==> src/rtl/light_sched_pkg.sv <==
// Shared types and defaults for the multi-zone occupancy lighting scheduler.
package light_sched_pkg;

    // Per-zone light state
    typedef enum logic [1:0] {
        OFF  = 2'd0,
        WAIT = 2'd1,
        ON   = 2'd2,
        HOLD = 2'd3
    } zone_state_e;

    // 60 s at a 10 MHz clock
    localparam int unsigned TICK_CYCLES_DEFAULT = 600_000_000;
    localparam int unsigned DEFAULT_TIMEOUT_MIN = 5;

endpackage

==> src/rtl/light_zone_fsm.sv <==
// One zone's light state machine: state, hold counter and timeout compare.
// Outputs are flops updated alongside the state, so they track it with no lag.
module light_zone_fsm
    import light_sched_pkg::*;
#(
    parameter int unsigned TIMEOUT_W = 4
) (
    input  logic                 clk,
    input  logic                 rst,
    input  logic                 i_motion,
    input  logic                 i_grant,
    input  logic                 i_tick,
    input  logic                 i_force_off,
    input  logic [TIMEOUT_W-1:0] i_timeout,
    output logic                 o_light_on,
    output logic                 o_pending
);

    localparam logic [TIMEOUT_W-1:0] HOLD_MAX = '1;

    zone_state_e          r_state;
    logic [TIMEOUT_W-1:0] r_hold_cnt;
    logic                 r_light_on;
    logic                 r_pending;

    // State, hold counter and decoded outputs advance together
    always_ff @(posedge clk or posedge rst) begin
        if (rst) begin
            r_state    <= OFF;
            r_hold_cnt <= '0;
            r_light_on <= 1'b0;
            r_pending  <= 1'b0;
        end else if (i_force_off) begin
            r_state    <= OFF;
            r_hold_cnt <= '0;
            r_light_on <= 1'b0;
            r_pending  <= 1'b0;
        end else begin
            case (r_state)
                OFF: begin
                    if (i_motion) begin
                        if (i_grant) begin
                            r_state    <= ON;
                            r_light_on <= 1'b1;
                        end else begin
                            r_state   <= WAIT;
                            r_pending <= 1'b1;
                        end
                    end
                end
                WAIT: begin
                    // Request stays latched regardless of motion
                    if (i_grant) begin
                        r_state    <= ON;
                        r_light_on <= 1'b1;
                        r_pending  <= 1'b0;
                    end
                end
                ON: begin
                    if (!i_motion) begin
                        r_state    <= HOLD;
                        r_hold_cnt <= '0;
                    end
                end
                HOLD: begin
                    if (i_motion) begin
                        r_state    <= ON;
                        r_hold_cnt <= '0;
                    end else if (r_hold_cnt >= i_timeout) begin
                        r_state    <= OFF;
                        r_light_on <= 1'b0;
                    end else if (i_tick && (r_hold_cnt != HOLD_MAX)) begin
                        r_hold_cnt <= r_hold_cnt + TIMEOUT_W'(1);
                    end
                end
                default: begin
                    r_state    <= OFF;
                    r_light_on <= 1'b0;
                    r_pending  <= 1'b0;
                end
            endcase
        end
    end

    assign o_light_on = r_light_on;
    assign o_pending  = r_pending;

endmodule

==> src/rtl/light_zone_scheduler.sv <==
// Multi-zone occupancy lighting controller: minute prescaler, timeout table,
// power budget and round-robin grant arbiter feeding one FSM per zone.
// Optional build macro LZS_SYNC_EN adds a two-flop synchronizer per motion input.
module light_zone_scheduler
    import light_sched_pkg::*;
#(
    parameter int unsigned NUM_ZONES       = 4,
    parameter int unsigned MAX_ON          = 2,
    parameter int unsigned TICK_CYCLES     = TICK_CYCLES_DEFAULT,
    parameter int unsigned TIMEOUT_W       = 4,
    parameter int unsigned DEFAULT_TIMEOUT = DEFAULT_TIMEOUT_MIN
) (
    input  logic                         clk,
    input  logic                         rst,
    input  logic [NUM_ZONES-1:0]         motion_detect,
    input  logic                         force_off,
    input  logic                         cfg_we,
    input  logic [$clog2(NUM_ZONES)-1:0] cfg_zone,
    input  logic [TIMEOUT_W-1:0]         cfg_timeout,
    output logic [NUM_ZONES-1:0]         light_on,
    output logic [NUM_ZONES-1:0]         pending,
    output logic                         minute_tick
);

    localparam int unsigned ZW = $clog2(NUM_ZONES);
    localparam int unsigned PW = $clog2(TICK_CYCLES);
    localparam int unsigned CW = $clog2(NUM_ZONES + 1);

    logic [PW-1:0]        r_presc;
    logic                 r_minute_tick;
    logic [TIMEOUT_W-1:0] r_timeout [NUM_ZONES];
    logic [ZW-1:0]        r_rr;

    logic [NUM_ZONES-1:0] w_motion;
    logic [NUM_ZONES-1:0] w_light_on;
    logic [NUM_ZONES-1:0] w_pending;
    logic [NUM_ZONES-1:0] w_req;
    logic [NUM_ZONES-1:0] w_grant;
    logic [CW-1:0]        w_on_count;
    logic                 w_found;
    logic [ZW-1:0]        w_winner;
    logic [ZW-1:0]        w_sel;
    int unsigned          w_idx;

    // Free-running minute prescaler; tick flop is high while the count is at its last value
    always_ff @(posedge clk or posedge rst) begin
        if (rst) begin
            r_presc       <= '0;
            r_minute_tick <= 1'b0;
        end else begin
            if (r_presc == PW'(TICK_CYCLES - 1)) begin
                r_presc <= '0;
            end else begin
                r_presc <= r_presc + PW'(1);
            end
            r_minute_tick <= (r_presc == PW'(TICK_CYCLES - 2));
        end
    end

    // Per-zone timeout table, writable at any time
    always_ff @(posedge clk or posedge rst) begin
        if (rst) begin
            for (int unsigned k = 0; k < NUM_ZONES; k++) begin
                r_timeout[k] <= TIMEOUT_W'(DEFAULT_TIMEOUT);
            end
        end else if (cfg_we && (32'(cfg_zone) < NUM_ZONES)) begin
            r_timeout[cfg_zone] <= cfg_timeout;
        end
    end

`ifdef LZS_SYNC_EN
    logic [NUM_ZONES-1:0] r_sync_q1;
    logic [NUM_ZONES-1:0] r_sync_q2;

    // Two-flop synchronizer for asynchronous sensor pins
    always_ff @(posedge clk or posedge rst) begin
        if (rst) begin
            r_sync_q1 <= '0;
            r_sync_q2 <= '0;
        end else begin
            r_sync_q1 <= motion_detect;
            r_sync_q2 <= r_sync_q1;
        end
    end

    assign w_motion = r_sync_q2;
`else
    assign w_motion = motion_detect;
`endif

    // A zone requests when waiting, or when idle and seeing motion
    assign w_req = w_pending | (~w_light_on & ~w_pending & w_motion);

    // Lit-zone count from registered state, so a slot freed this edge is usable next cycle
    always_comb begin
        w_on_count = '0;
        for (int unsigned k = 0; k < NUM_ZONES; k++) begin
            w_on_count = w_on_count + CW'(w_light_on[k]);
        end
    end

    // Round-robin search from r_rr; at most one grant, none during force_off
    always_comb begin
        w_grant  = '0;
        w_found  = 1'b0;
        w_winner = '0;
        w_idx    = 0;
        w_sel    = '0;
        if (!force_off && (w_on_count < CW'(MAX_ON))) begin
            for (int unsigned k = 0; k < NUM_ZONES; k++) begin
                w_idx = 32'(r_rr) + k;
                if (w_idx >= NUM_ZONES) begin
                    w_idx = w_idx - NUM_ZONES;
                end
                w_sel = ZW'(w_idx);
                if (!w_found && w_req[w_sel]) begin
                    w_found        = 1'b1;
                    w_winner       = w_sel;
                    w_grant[w_sel] = 1'b1;
                end
            end
        end
    end

    // Pointer moves just past the winner
    always_ff @(posedge clk or posedge rst) begin
        if (rst) begin
            r_rr <= '0;
        end else if (w_found) begin
            r_rr <= (32'(w_winner) == NUM_ZONES - 1) ? '0 : w_winner + ZW'(1);
        end
    end

    for (genvar g = 0; g < NUM_ZONES; g++) begin : g_zone
        light_zone_fsm #(
            .TIMEOUT_W (TIMEOUT_W)
        ) u_fsm (
            .clk         (clk),
            .rst         (rst),
            .i_motion    (w_motion[g]),
            .i_grant     (w_grant[g]),
            .i_tick      (r_minute_tick),
            .i_force_off (force_off),
            .i_timeout   (r_timeout[g]),
            .o_light_on  (w_light_on[g]),
            .o_pending   (w_pending[g])
        );
    end

    assign light_on    = w_light_on;
    assign pending     = w_pending;
    assign minute_tick = r_minute_tick;

endmodule

==> config.mk <==
export PLATFORM = sky130hd
export DESIGN_NAME = light_zone_scheduler
export DESIGN_NICKNAME = d
export VERILOG_FILES = /design/src/rtl/light_sched_pkg.sv /design/src/rtl/light_zone_fsm.sv /design/src/rtl/light_zone_scheduler.sv
export SDC_FILE = /design/constraint.sdc
export NUM_CORES = 1
export LEC_CHECK = 0
export ABC_CLOCK_PERIOD_IN_PS = 3920
export CAP_MARGIN = 20
export CORE_MARGIN = 3
export CORE_UTILIZATION = 30
export DETAILED_ROUTE_END_ITERATION = 6
export HOLD_SLACK_MARGIN = 0.05
export PLACE_DENSITY = 0.49
export SETUP_SLACK_MARGIN = 0.1
export SYNTH_ARGS = -nofsm -noshare
export SYNTH_HDL_FRONTEND = slang
export SYNTH_SLANG_ARGS = --single-unit
==> constraint.sdc <==
create_clock -name clk -period 3.92 [get_ports clk]
set_input_delay 0.784 -clock clk [delete_from_list [all_inputs] [get_ports clk]]
set_output_delay 0.784 -clock clk [all_outputs]
set_load 0.01 [all_outputs]
---- Yosys cells after proc, flatten, opt, wreduce, memory -nomap -nowiden ----
Index checks and enable logic that the tools add are counted.
storage, ports and cells
  output and inout port bits .............. 9
  bits in registers ....................... 81
  word-level logic and storage cells ...... 321
  input bits .............................. 14
cells by class
  multiplexer cells ....................... 150
  order comparisons ....................... 19
  bitwise gates (word level) .............. 9
  equal/unequal tests ..................... 55
  add/sub/neg operators ................... 16
  reductions and logical operators ........ 49
operators with widths
  kind                                                                           number
  4-bit 2-to-1 mux                                                               29
  2-bit 2-to-1 mux                                                               42
  4-bit AND reduction                                                            16
  30-bit == test (second input constant)                                         2
  3-bit != test (second input constant)                                          20
  1-bit 2-to-1 mux                                                               52
  4-bit by 3-bit != test with 1-bit output (second input constant)               8
  4-bit != test (second input constant)                                          8
  2-bit case mux with 4 select lines                                             4
  4-bit case mux with 2 select lines                                             4
  30-bit by 1-bit adder with 30-bit output (second input constant)               1
  30-bit 2-to-1 mux                                                              1
  3-bit nonzero test                                                             8
  2-bit == test (second input constant)                                          9
  4-bit by 1-bit adder with 4-bit output (second input constant)                 4
  16-bit bitwise mux                                                             1
  4-bit greater-or-equal comparator                                              4
  4-bit OR                                                                       4
  4-bit nonzero test                                                             4
  1-bit logical AND                                                              13
  3-bit greater-or-equal comparator (second input constant)                      4
  2-bit by 3-bit less-than comparator with 1-bit output (second input constant)  4
  3-bit by 2-bit != test with 1-bit output (second input constant)               4
  1-bit case mux with 3 select lines                                             4
  21 further kinds                                                               48

---- Longest topological paths before layout ----
Gate-level depths: netlist (run 1).
  depth after elaboration ................. 26
  mapped depth ............................ 10
  mapped depth without buffers ............ 9

---- Cells and area by module ----
From an unflattened synthesis (run 1), not the netlist that was laid out.
unflattened totals
  cell total of the unflattened synthesis .. 491
  area total of the unflattened synthesis .. 4966.0 sq um
modules (own cells, without submodules)
  module                sequential area each (sq um)  times used  cells each  area an instance (sq um)
  light_zone_scheduler  1236.2                        1           243         2703.8
  light_zone_fsm        200.2                         4           62          565.5

---- Least setup slack after synthesis (run 1) ----
No wires, ideal clock.
  path kind ............................... reg2reg
  start point ............................. register r_rr[0]
  end point ............................... register g_zone[1].u_fsm.r_state[0]
  setup slack ............................. 1.105 ns
  data required time ...................... 3.799 ns
  cell stages (with the launch flop) ...... 10
  clock period less this slack ............ 2.815 ns
  arrival time ............................ 2.694 ns
  library setup time ...................... 0.121 ns
  buffers on the path ..................... 0
  cells stage by stage .................... dfrtp_1 > inv_1 > ha_1 > or2_1 > o221ai_2 > nand3_1 > nor3_4 > o2bb2ai_2 > mux2_1 > a22o_1
between the ends
  longest elaborated chain between the ends .. 23
  elaborated cells on any way between the ends .. 76
  those cells by class .................... add/sub (7); order compare (12); eq/ne (1); mux (42); bitwise (3); reduce/logical (11)
RTL lines
  item                                                                             RTL line                     source
  from (decl)                                                                      light_zone_scheduler.sv:32   logic [ZW-1:0] r_rr;
  from (signal assigned)                                                           light_zone_scheduler.sv:130  r_rr <= (32'(w_winner) == NUM_ZONES - 1) ? '0 : w_winner + ZW'(1);
  branches (longest 17 deep; another with 2-bit by 1-bit adder with 3-bit output)  --
  4-bit 2-to-1 mux *                                                               light_zone_scheduler.sv:116  if (!w_found && w_req[w_sel]) begin
  4-bit 2-to-1 mux *                                                               light_zone_scheduler.sv:109  if (!force_off && (w_on_count < CW'(MAX_ON))) begin
  2-bit 2-to-1 mux                                                                 light_zone_fsm.sv:42         if (i_grant) begin
  2-bit 2-to-1 mux                                                                 light_zone_fsm.sv:41         if (i_motion) begin
  2-bit case mux with 4 select lines                                               light_zone_fsm.sv:39         case (r_state)
  2-bit 2-to-1 mux                                                                 light_zone_fsm.sv:33         end else if (i_force_off) begin
  to (signal assigned)                                                             light_zone_fsm.sv:34         r_state <= OFF;
  to (signal assigned)                                                             light_zone_fsm.sv:43         r_state <= ON;
  to (signal assigned)                                                             light_zone_fsm.sv:46         r_state <= WAIT;
  to (decl)                                                                        light_zone_fsm.sv:21         zone_state_e r_state;
Mark *: on every way between the ends. The select of a mux whose other input is x is not followed.
A chain may end at the register's enable or synchronous reset.

---- Final worst setup path (run 1) ----
  start point ............................. register r_rr[1]
  end point ............................... register g_zone[1].u_fsm.r_state[0]
The elaborated chain is that of the path after synthesis.

==> results of run 1 <==
==> metal layers <==
layer	vias up	share of wire (%)
li1	2103	-
met1	2056	48
met2	78	47
met3	13	4.6
met4	0	1.3
met5	-	0
==> flip-flops by register name, indices dropped and copies added, names as in the netlist <==
register / cells
g_zone.u_fsm.o_light_on: 4
g_zone.u_fsm.r_state: 8
minute_tick: 1
g_zone.u_fsm.o_pending: 4
r_timeout: 16
r_presc: 30
g_zone.u_fsm.r_hold_cnt: 16
r_rr: 2
==> stage by stage <==
| stage | instances | instance area [µm²] |
|---|---|---|
| after floorplan | 582 | 5461 |
| after global placement | 819 | 5908 |
| after detailed placement | 819 | 5908 |
| after CTS | 835 | 6207 |
| after global routing | 835 | 6207 |
| final | 835 | 6207 |
==> path summary, 6_finish.rpt <==
check	depth (start not counted)	slack (ns)	to
setup / recovery	9	0.61	g_zone[1].u_fsm.r_state[0]
hold / removal	1	0.48	r_presc[19]
setup reg to reg	9	0.61	g_zone[1].u_fsm.r_state[0]
hold reg to reg	1	0.48	r_presc[19]
max in group asynchronous	3	2.28	g_zone[0].u_fsm.o_light_on
min in group asynchronous	2	0.88	r_presc[16]
==> cells by family (layout without fill, tap and decap cells) <==
kind of cell,count (synthesis),in the layout,synth area share (%)
compound gates,120,120,16.72
xor+xnor,34,34,5.453
mux,23,23,4.857
fa+ha+maj,48,48,11.13
flops,81,81,37.30
buf+inv,71,99,5.842
simple gates,205,205,18.69
==> worst max-delay path: stages, from the launching register on <==
cell	delay, ns
sky130_fd_sc_hd__dfrtp_1	0.54
sky130_fd_sc_hd__inv_1	0.23
sky130_fd_sc_hd__ha_1	0.44
sky130_fd_sc_hd__or2_1	0.26
sky130_fd_sc_hd__o221ai_2	0.32
sky130_fd_sc_hd__nand3_1	0.23
sky130_fd_sc_hd__nor3_4	0.39
sky130_fd_sc_hd__o2bb2ai_2	0.23
sky130_fd_sc_hd__mux2_1	0.36
sky130_fd_sc_hd__a22o_1	0.19
==> synth_stat cells (8+ instances only) <==
| cell type | number | area, µm² |
|---|---|---|
| sky130_fd_sc_hd__a22o_1 | 9 | 78.83 |
| sky130_fd_sc_hd__xnor2_1 | 14 | 122.6 |
| sky130_fd_sc_hd__and3_1 | 14 | 87.58 |
| sky130_fd_sc_hd__buf_4 | 10 | 75.07 |
| sky130_fd_sc_hd__ha_1 | 47 | 588.1 |
| sky130_fd_sc_hd__o21ai_0 | 19 | 95.09 |
| sky130_fd_sc_hd__nor3_1 | 12 | 60.06 |
| sky130_fd_sc_hd__dfrtp_1 | 73 | 1827 |
| sky130_fd_sc_hd__xor2_1 | 20 | 175.2 |
| sky130_fd_sc_hd__nand2_1 | 43 | 161.4 |
| sky130_fd_sc_hd__dfstp_2 | 8 | 210.2 |
| sky130_fd_sc_hd__a21oi_1 | 21 | 105.1 |
| sky130_fd_sc_hd__inv_1 | 52 | 195.2 |
| sky130_fd_sc_hd__nor2_1 | 61 | 229.0 |
| sky130_fd_sc_hd__nand3_1 | 21 | 105.1 |
| sky130_fd_sc_hd__nand4_1 | 12 | 75.07 |
| sky130_fd_sc_hd__mux2_2 | 15 | 168.9 |
| sky130_fd_sc_hd__a31oi_1 | 11 | 68.82 |
==> cell type report <==
class	instances	area (µm²)	area share (%)
flip-flops and latches	81	2037	32.82
well taps	225	281.5	4.535
clock buffers	12	246.5	3.971
inverters	52	196.4	3.165
clock inverters	4	52.55	0.8466
repair buffers	31	287.8	4.636
multi-input cells	430	3105	50.03
==> power groups by stage <==
stage	logic, mW	clock network (mW)	registers (mW)
6_report	1.58	0.860	1.08
5_1_grt	1.76	0.931	1.09
4_1_cts	1.58	0.897	1.08
3_5_place_dp	1.57	0	1.09
3_3_place_gp	1.57	0	1.09
2_1_floorplan	1.26	0	1.05
==> cell usage in the layout (no fill, tap or decap), drive strengths merged, types with 3 or more instances in the layout <==
master         count
nor2              61
dfrtp             73
xor2              20
buf                9
a211oi             3
nand3             21
o32ai              3
o211ai             6
nand4             12
clkdlybuf4s50     22
a22o               9
nand3b             3
nor2b              8
ha                47
a311oi             8
clkbuf            12
and2b              3
a2111oi            4
o21ai             19
or2                7
and3              14
o21bai             6
dfstp              8
o31ai              5
mux2              18
mux2i              4
a311o              4
clkinv             3
nand2b             7
inv               52
nor3              13
nand2             43
xnor2             14
nor4               6
o2bb2ai            4
a21oi             21
a31oi             11
==> summary.txt, run 1 <==
Clock tree
  • Worst-path clk slew: about 0.060 ns
  • Total CTS buffers: 9
  • Master cell of the clock root buffer: sky130_fd_sc_hd__clkbuf_16
  • Depth of the CTS H-tree: 3
  • TritonCTS clock tree: yes
  • Number of sinks driven by the clock tree: about 80
  • Source-to-sink clock delay at the later pin of the worst-skew pair: roughly 0.35 ns
  • Setup bufs post-CTS: 0
  • Number of buffers inserted for hold repair after clock tree synthesis: 0
  • Clock buffer depth: 2
  • CTS-repair resized insts: 0

GRT
  • GR met3 Demand/Resource: under 10%
  • Met1 layer usage reported by global route: 16.71%
  • Maximum number of pins on one net before global-route repair: between 40 and 50
  • Congestion Overflow GR: 0
  • Met2 demand-to-capacity share in global routing: about a fifth
  • Number of global-route vias before repair: between 4000 and 5000
  • Busiest metal layer after global routing: met2
  • Initial antenna violation count: 0
  • GRT Resource Usage Total: 12.65%
  • First-pass GRT wire length: 20240 µm

Power
  • Design internal power: approximately 2.1 mW
  • Comb pwr share: ~45%
  • Part of the total power dissipated in the clock network: between 20% and 30%
  • Switching power total: ~1.4 mW
  • Static leakage: between 2 and 3 nW
  • Pwr/cell area: 566.4 mW/mm²
  • Sequential share of power: 30.6%
  • Switching power as a share of total power: between 30 and 40%
  • Worst vdd ir: ~310 µV
  • Power consumption: between 3 and 4 mW

Timing
  • Layout Skew: between 0.008 and 0.009 ns
  • Final number of setup-violating endpoints: 0
  • Tightest Pin Transition: 0.8012 ns
  • Fmax: approximately 300 MHz
  • Pins over their slew limit: 0
  • Worst Setup Slack, final: between 0.6 and 0.7 ns
  • Worst Hold Slack: ~0.48 ns
  • Final period util: approximately 84%
  • Worst slew margin relative to its limit: between 40% and 50%
  • Unrepaired setup endpoints after global routing: no
  • Clock period minus worst slack: around 3.3 ns
  • Sum of negative setup slack: 0 ns
  • Count of endpoints failing hold in the final timing report: 0

Routing
  • Final routed wire length divided by cell count: roughly 15 µm
  • Drt first-iter violations: 181
  • Number of vias per cell after detailed routing: ~5.1
  • DRC violation count after routing: 0
  • Final wirelength: around 12000 µm
  • Number of nets still failing antenna checks after routing: 0
  • Count of vias placed by the detailed router: ~4300
  • Router iterations before antenna repair: 4

Yosys
  • Mapped Avg Cell Area: ~9.4 µm²
  • Number of flops mapped to enable cells by yosys: 0
  • Gate count of the mapped netlist: ~580
  • Share of synthesized area occupied by flip-flops and latches: a little under two fifths
  • Top FF cell, synth: sky130_fd_sc_hd__dfrtp_1
  • Synth Cell Area: 0.005461 mm²
  • Synth async-reset ratio: between 90% and 100%
  • Mapped Nets: between 600 and 700
  • Yosys synthesis warning count: 0
  • Register bit total from synthesis: just over 80
  • Number of distinct library cells after synthesis: 63

Placement
  • Final HPWL from detailed placement: approximately 9100 µm
  • Routability congestion estimate: 0.8482
  • Port-buffer cells: 22
  • Worst slack, placed: between 0.4 and 0.5 ns

Final layout
  • Final design utilization: 35.40%
  • Area growth from synthesis to final layout: 13.65%
  • Antenna Diode Count: 0
  • Fill cell instance count of the final layout: about 1800
  • Fraction of final layout cells with drive strength greater than 1: between 10% and 20%
  • Layout net count: between 600 and 700

Setup path
  • CP Launch Type: register
  • Maximum fanout along the worst path: 8
  • Worst Setup SP: r_rr[1]
  • Data required time at the worst endpoint: 4.16 ns
  • Worst Path Class, Setup: register to register
  • Setup crit end kind: register
  • Origin of the critical flop-to-flop path: r_rr[1]
  • Arrival time of data at the critical path endpoint: about 3.5 ns

Die
  • Row count: 48
  • Die Width: 140.9 µm
  • I/O pin cnt: 23
  • Placeable core region: between 0.015 and 0.02 mm²
  • Die height: between 100 and 150 µm
  • Starting density of the core: a little under a third
  • Die footprint: slightly below 0.02 mm²

Hold path
  • Path class of the lowest-slack min-delay path: register to register
  • Start point of the worst min-delay path: r_presc[19]

Outcome
  • Outcome: finished, final reports clean

Flow run
  • MaxCap Viol Count: 0
(Power assumes the default switching activity.)
==> run 2, diff against run 1 <==
ABC_CLOCK_PERIOD_IN_PS = 3080   (was 3920)
clock period = 3.08 ns   (was 3.92 ns; I/O delays follow)
==> run 2 against run 1 <==
Non-clock buffer count is 30 higher. First-iteration DRC count is 23% higher. Global-route usage is 0.74 points higher. Register-to-register slack worse by 0.18 ns. Cell area is 3.5% higher.
==> summary.txt, run 2 (synthesized netlist as in run 1, its figures left out) <==
Final layout
  • Antenna Diode Count: 0 (unchanged)
  • Area growth from synthesis to final layout: 17.64%
  • Fraction of final layout cells with drive strength greater than 1: 16.09% (+4.5 points)
  • Most common cell after layout, fill and taps aside: sky130_fd_sc_hd__dfrtp_1
  • Fill cell instance count of the final layout: 1779 (-0.89%)
  • Largest registers ranked by flip-flop count: r_presc: 30 flops, g_zone.u_fsm.r_hold_cnt: 16 flops, r_timeout: 16 flops
  • Final Cell Area: 0.006425 mm² (+3.5%)
  • Cell Count, Final, Fillers Out: 865 (+3.6%)
  • Sequential cell area: 0.002037 mm² (unchanged)
  • Flip-flop count of the largest register, all copies and words added: 30 (unchanged)
  • Largest reg by FF count: r_presc
  • Multi-input gate area: 0.003105 mm² (unchanged)
  • Layout net count: 697 (+4.5%)
  • Top library cells by usage in the layout, fill and taps aside: sky130_fd_sc_hd__dfrtp_1, sky130_fd_sc_hd__nor2_1, sky130_fd_sc_hd__inv_1

Power
  • Static leakage: 2.889 nW (+5.1%)
  • Pwr/cell area: 739.4 mW/mm² (+31%)
  • Worst vdd ir: 335.4 µV (+8.3%)
  • Power consumption: 4.751 mW (+35%)

Setup path
  • CP Launch Type: input pin
  • Maximum fanout along the worst path: 4 (-4)
  • Setup crit end kind: register
  • Library cell contributing the largest single delay on the critical path: sky130_fd_sc_hd__mux4_2
  • Critical-path cell list: clkdlybuf4s50_1 > and2b_1 > nor2_1 > mux4_2 > nor3_4 > buf_4 > o2bb2ai_2 > mux2_1 > a22o_1
  • Data required time at the worst endpoint: 3.32 ns (-0.84 ns)
  • Arrival time of data at the critical path endpoint: 3.00 ns (-0.54 ns)
  • Crit-path max cell delay: 0.52 ns (-0.02 ns)
  • Worst Path Class, Setup: input pin to register

Timing
  • Sum of negative setup slack: 0 ns (unchanged)
  • Pins over their slew limit: 0 (unchanged)
  • Final number of setup-violating endpoints: 0 (unchanged)
  • Layout Skew: 0.009122 ns (+0.0003539 ns)
  • Tightest Pin Transition: 0.5573 ns (-0.2438 ns)
  • Fmax: roughly 360 MHz
  • Clock period minus worst slack: roughly 2.8 ns
  • Worst Setup Slack, final: 0.3206 ns (-0.2919 ns)
  • Count of endpoints failing hold in the final timing report: 0 (unchanged)
  • Unrepaired setup endpoints after global routing: no
  • Worst slew margin relative to its limit: 61.78% (+17 points)
  • Final period util: between 80% and 90%

Routing
  • Number of nets still failing antenna checks after routing: 0 (unchanged)
  • Router iterations before antenna repair: 5 (+1)
  • Drt first-iter violations: 222 (+23%)
  • DRC violation count after routing: 0 (unchanged)
  • Count of vias placed by the detailed router: 4401 (+3.6%)
  • Final routed wire length divided by cell count: 14.75 µm (+1.6%)
  • Final wirelength: 12760 µm (+5.2%)
  • Number of vias per cell after detailed routing: 5.088 (about the same)

Clock tree
  • Worst-path clk slew: 0.06 ns (about the same)
  • Setup bufs post-CTS: 0 (unchanged)
  • Clock buffer depth: 2 (unchanged)
  • Depth of the CTS H-tree: 3 (unchanged)
  • CTS-repair resized insts: 0 (unchanged)
  • TritonCTS clock tree: yes
  • Total CTS buffers: 9 (unchanged)
  • Number of buffers inserted for hold repair after clock tree synthesis: 0 (unchanged)
  • Number of sinks driven by the clock tree: 81 (unchanged)
  • Master cell of the clock root buffer: sky130_fd_sc_hd__clkbuf_16
  • Source-to-sink clock delay at the later pin of the worst-skew pair: 0.35 ns (about the same)

Die
  • Row count: 48 (unchanged)
  • I/O pin cnt: 23 (unchanged)
  • Placeable core region: 0.01754 mm² (unchanged)
  • Die height: 140.9 µm (unchanged)
  • Die Width: 140.9 µm (unchanged)
  • Starting density of the core: 31.14% (unchanged)
  • Die footprint: 0.01986 mm² (unchanged)

GRT
  • Number of global-route vias before repair: 4392 (+8.5%)
  • Initial antenna violation count: 0 (unchanged)
  • Maximum number of pins on one net before global-route repair: 56 (+27%)
  • GRT Resource Usage Total: 13.39% (+0.74 points)
  • Congestion Overflow GR: 0 (unchanged)
  • First-pass GRT wire length: 21710 µm (+7.3%)

Outcome
  • Outcome: finished, final reports clean

Placement
  • Routability congestion estimate: 0.8624 (+1.7%)
  • Placed cell count: 849 (+3.7%)
  • Port-buffer cells: 22 (unchanged)
  • Final HPWL from detailed placement: 9581 µm (+5.8%)
  • Cell area after placement: 0.006146 mm² (+4.0%)
  • Worst slack, placed: -0.03108 ns (-0.4829 ns)

Flow run
  • MaxCap Viol Count: 0 (unchanged)

Hold path
  • Path class of the lowest-slack min-delay path: register to register
run 2: cell types whose count changed in the layout (fill, tap and decap cells not counted), sizes merged:
cell	previous run	this run
clkinvlp	0	2
buf	9	39
clkbuf	12	9
bufinv	1	0
inv	52	54
run 2: worst paths after layout:
kind	startpoint	endpoint	slack, ns	cells past startpoint
max	motion_detect[1]	g_zone[2].u_fsm.r_state[0]	0.32	9
min	r_presc[19]	r_presc[19]	0.48	1
max reg2reg	r_rr[0]	g_zone[3].u_fsm.o_pending	0.43	11
min reg2reg	r_presc[19]	r_presc[19]	0.48	1
max in group asynchronous	rst	r_timeout[12]	1.77	3
min in group asynchronous	rst	g_zone[2].u_fsm.r_hold_cnt[1]	0.62	2
run 2: final cells by class:
cell class                 count  area share [%]
multi-input combinational    430           48.33
timing repair buffer          61           8.179
tap                          225           4.382
inverter                      52           3.057
clock buffer                   9           3.505
clock inverter                 7          0.8374
sequential                    81           31.70
run 2: critical path: cells and delay by family:
kind | cells | cell delay [ns]
multiplexers | 2 | 0.87
buffers and inverters | 2 | 0.64
AO/OA/AOI/OAI | 2 | 0.33
AND/OR/NAND/NOR | 3 | 0.54
run 2: layer usage:
metal  vias up  track usage (%)  part of all wire (%)
li1       2176                -                     -
met1      2152            17.29                    47
met2        59            22.08                    48
met3        14            4.172                   4.0
met4         0            3.009                   1.3
met5         -                0                     0
run 2: through the flow:
| step | hold WS (ns) | utilization [%] |
|---|---|---|
| 2_1_floorplan | 0.4567 | - |
| 3_3_place_gp | 0.4719 | 35.05 |
| 3_5_place_dp | 0.4746 | 35.05 |
| 4_1_cts | 0.4871 | 36.64 |
| 5_1_grt | 0.5213 | 36.64 |
| 6_report | 0.4839 | 36.64 |
run 2: power breakdown:
| group | internal (mW) | leakage [nW] | total (mW) | switching, mW |
|---|---|---|---|---|
| Combinational | 1.11 | 1.70 | 2.36 | 1.25 |
| Sequential | 1.21 | 1.06 | 1.35 | 0.141 |
| Clock | 0.555 | 0.134 | 1.04 | 0.483 |
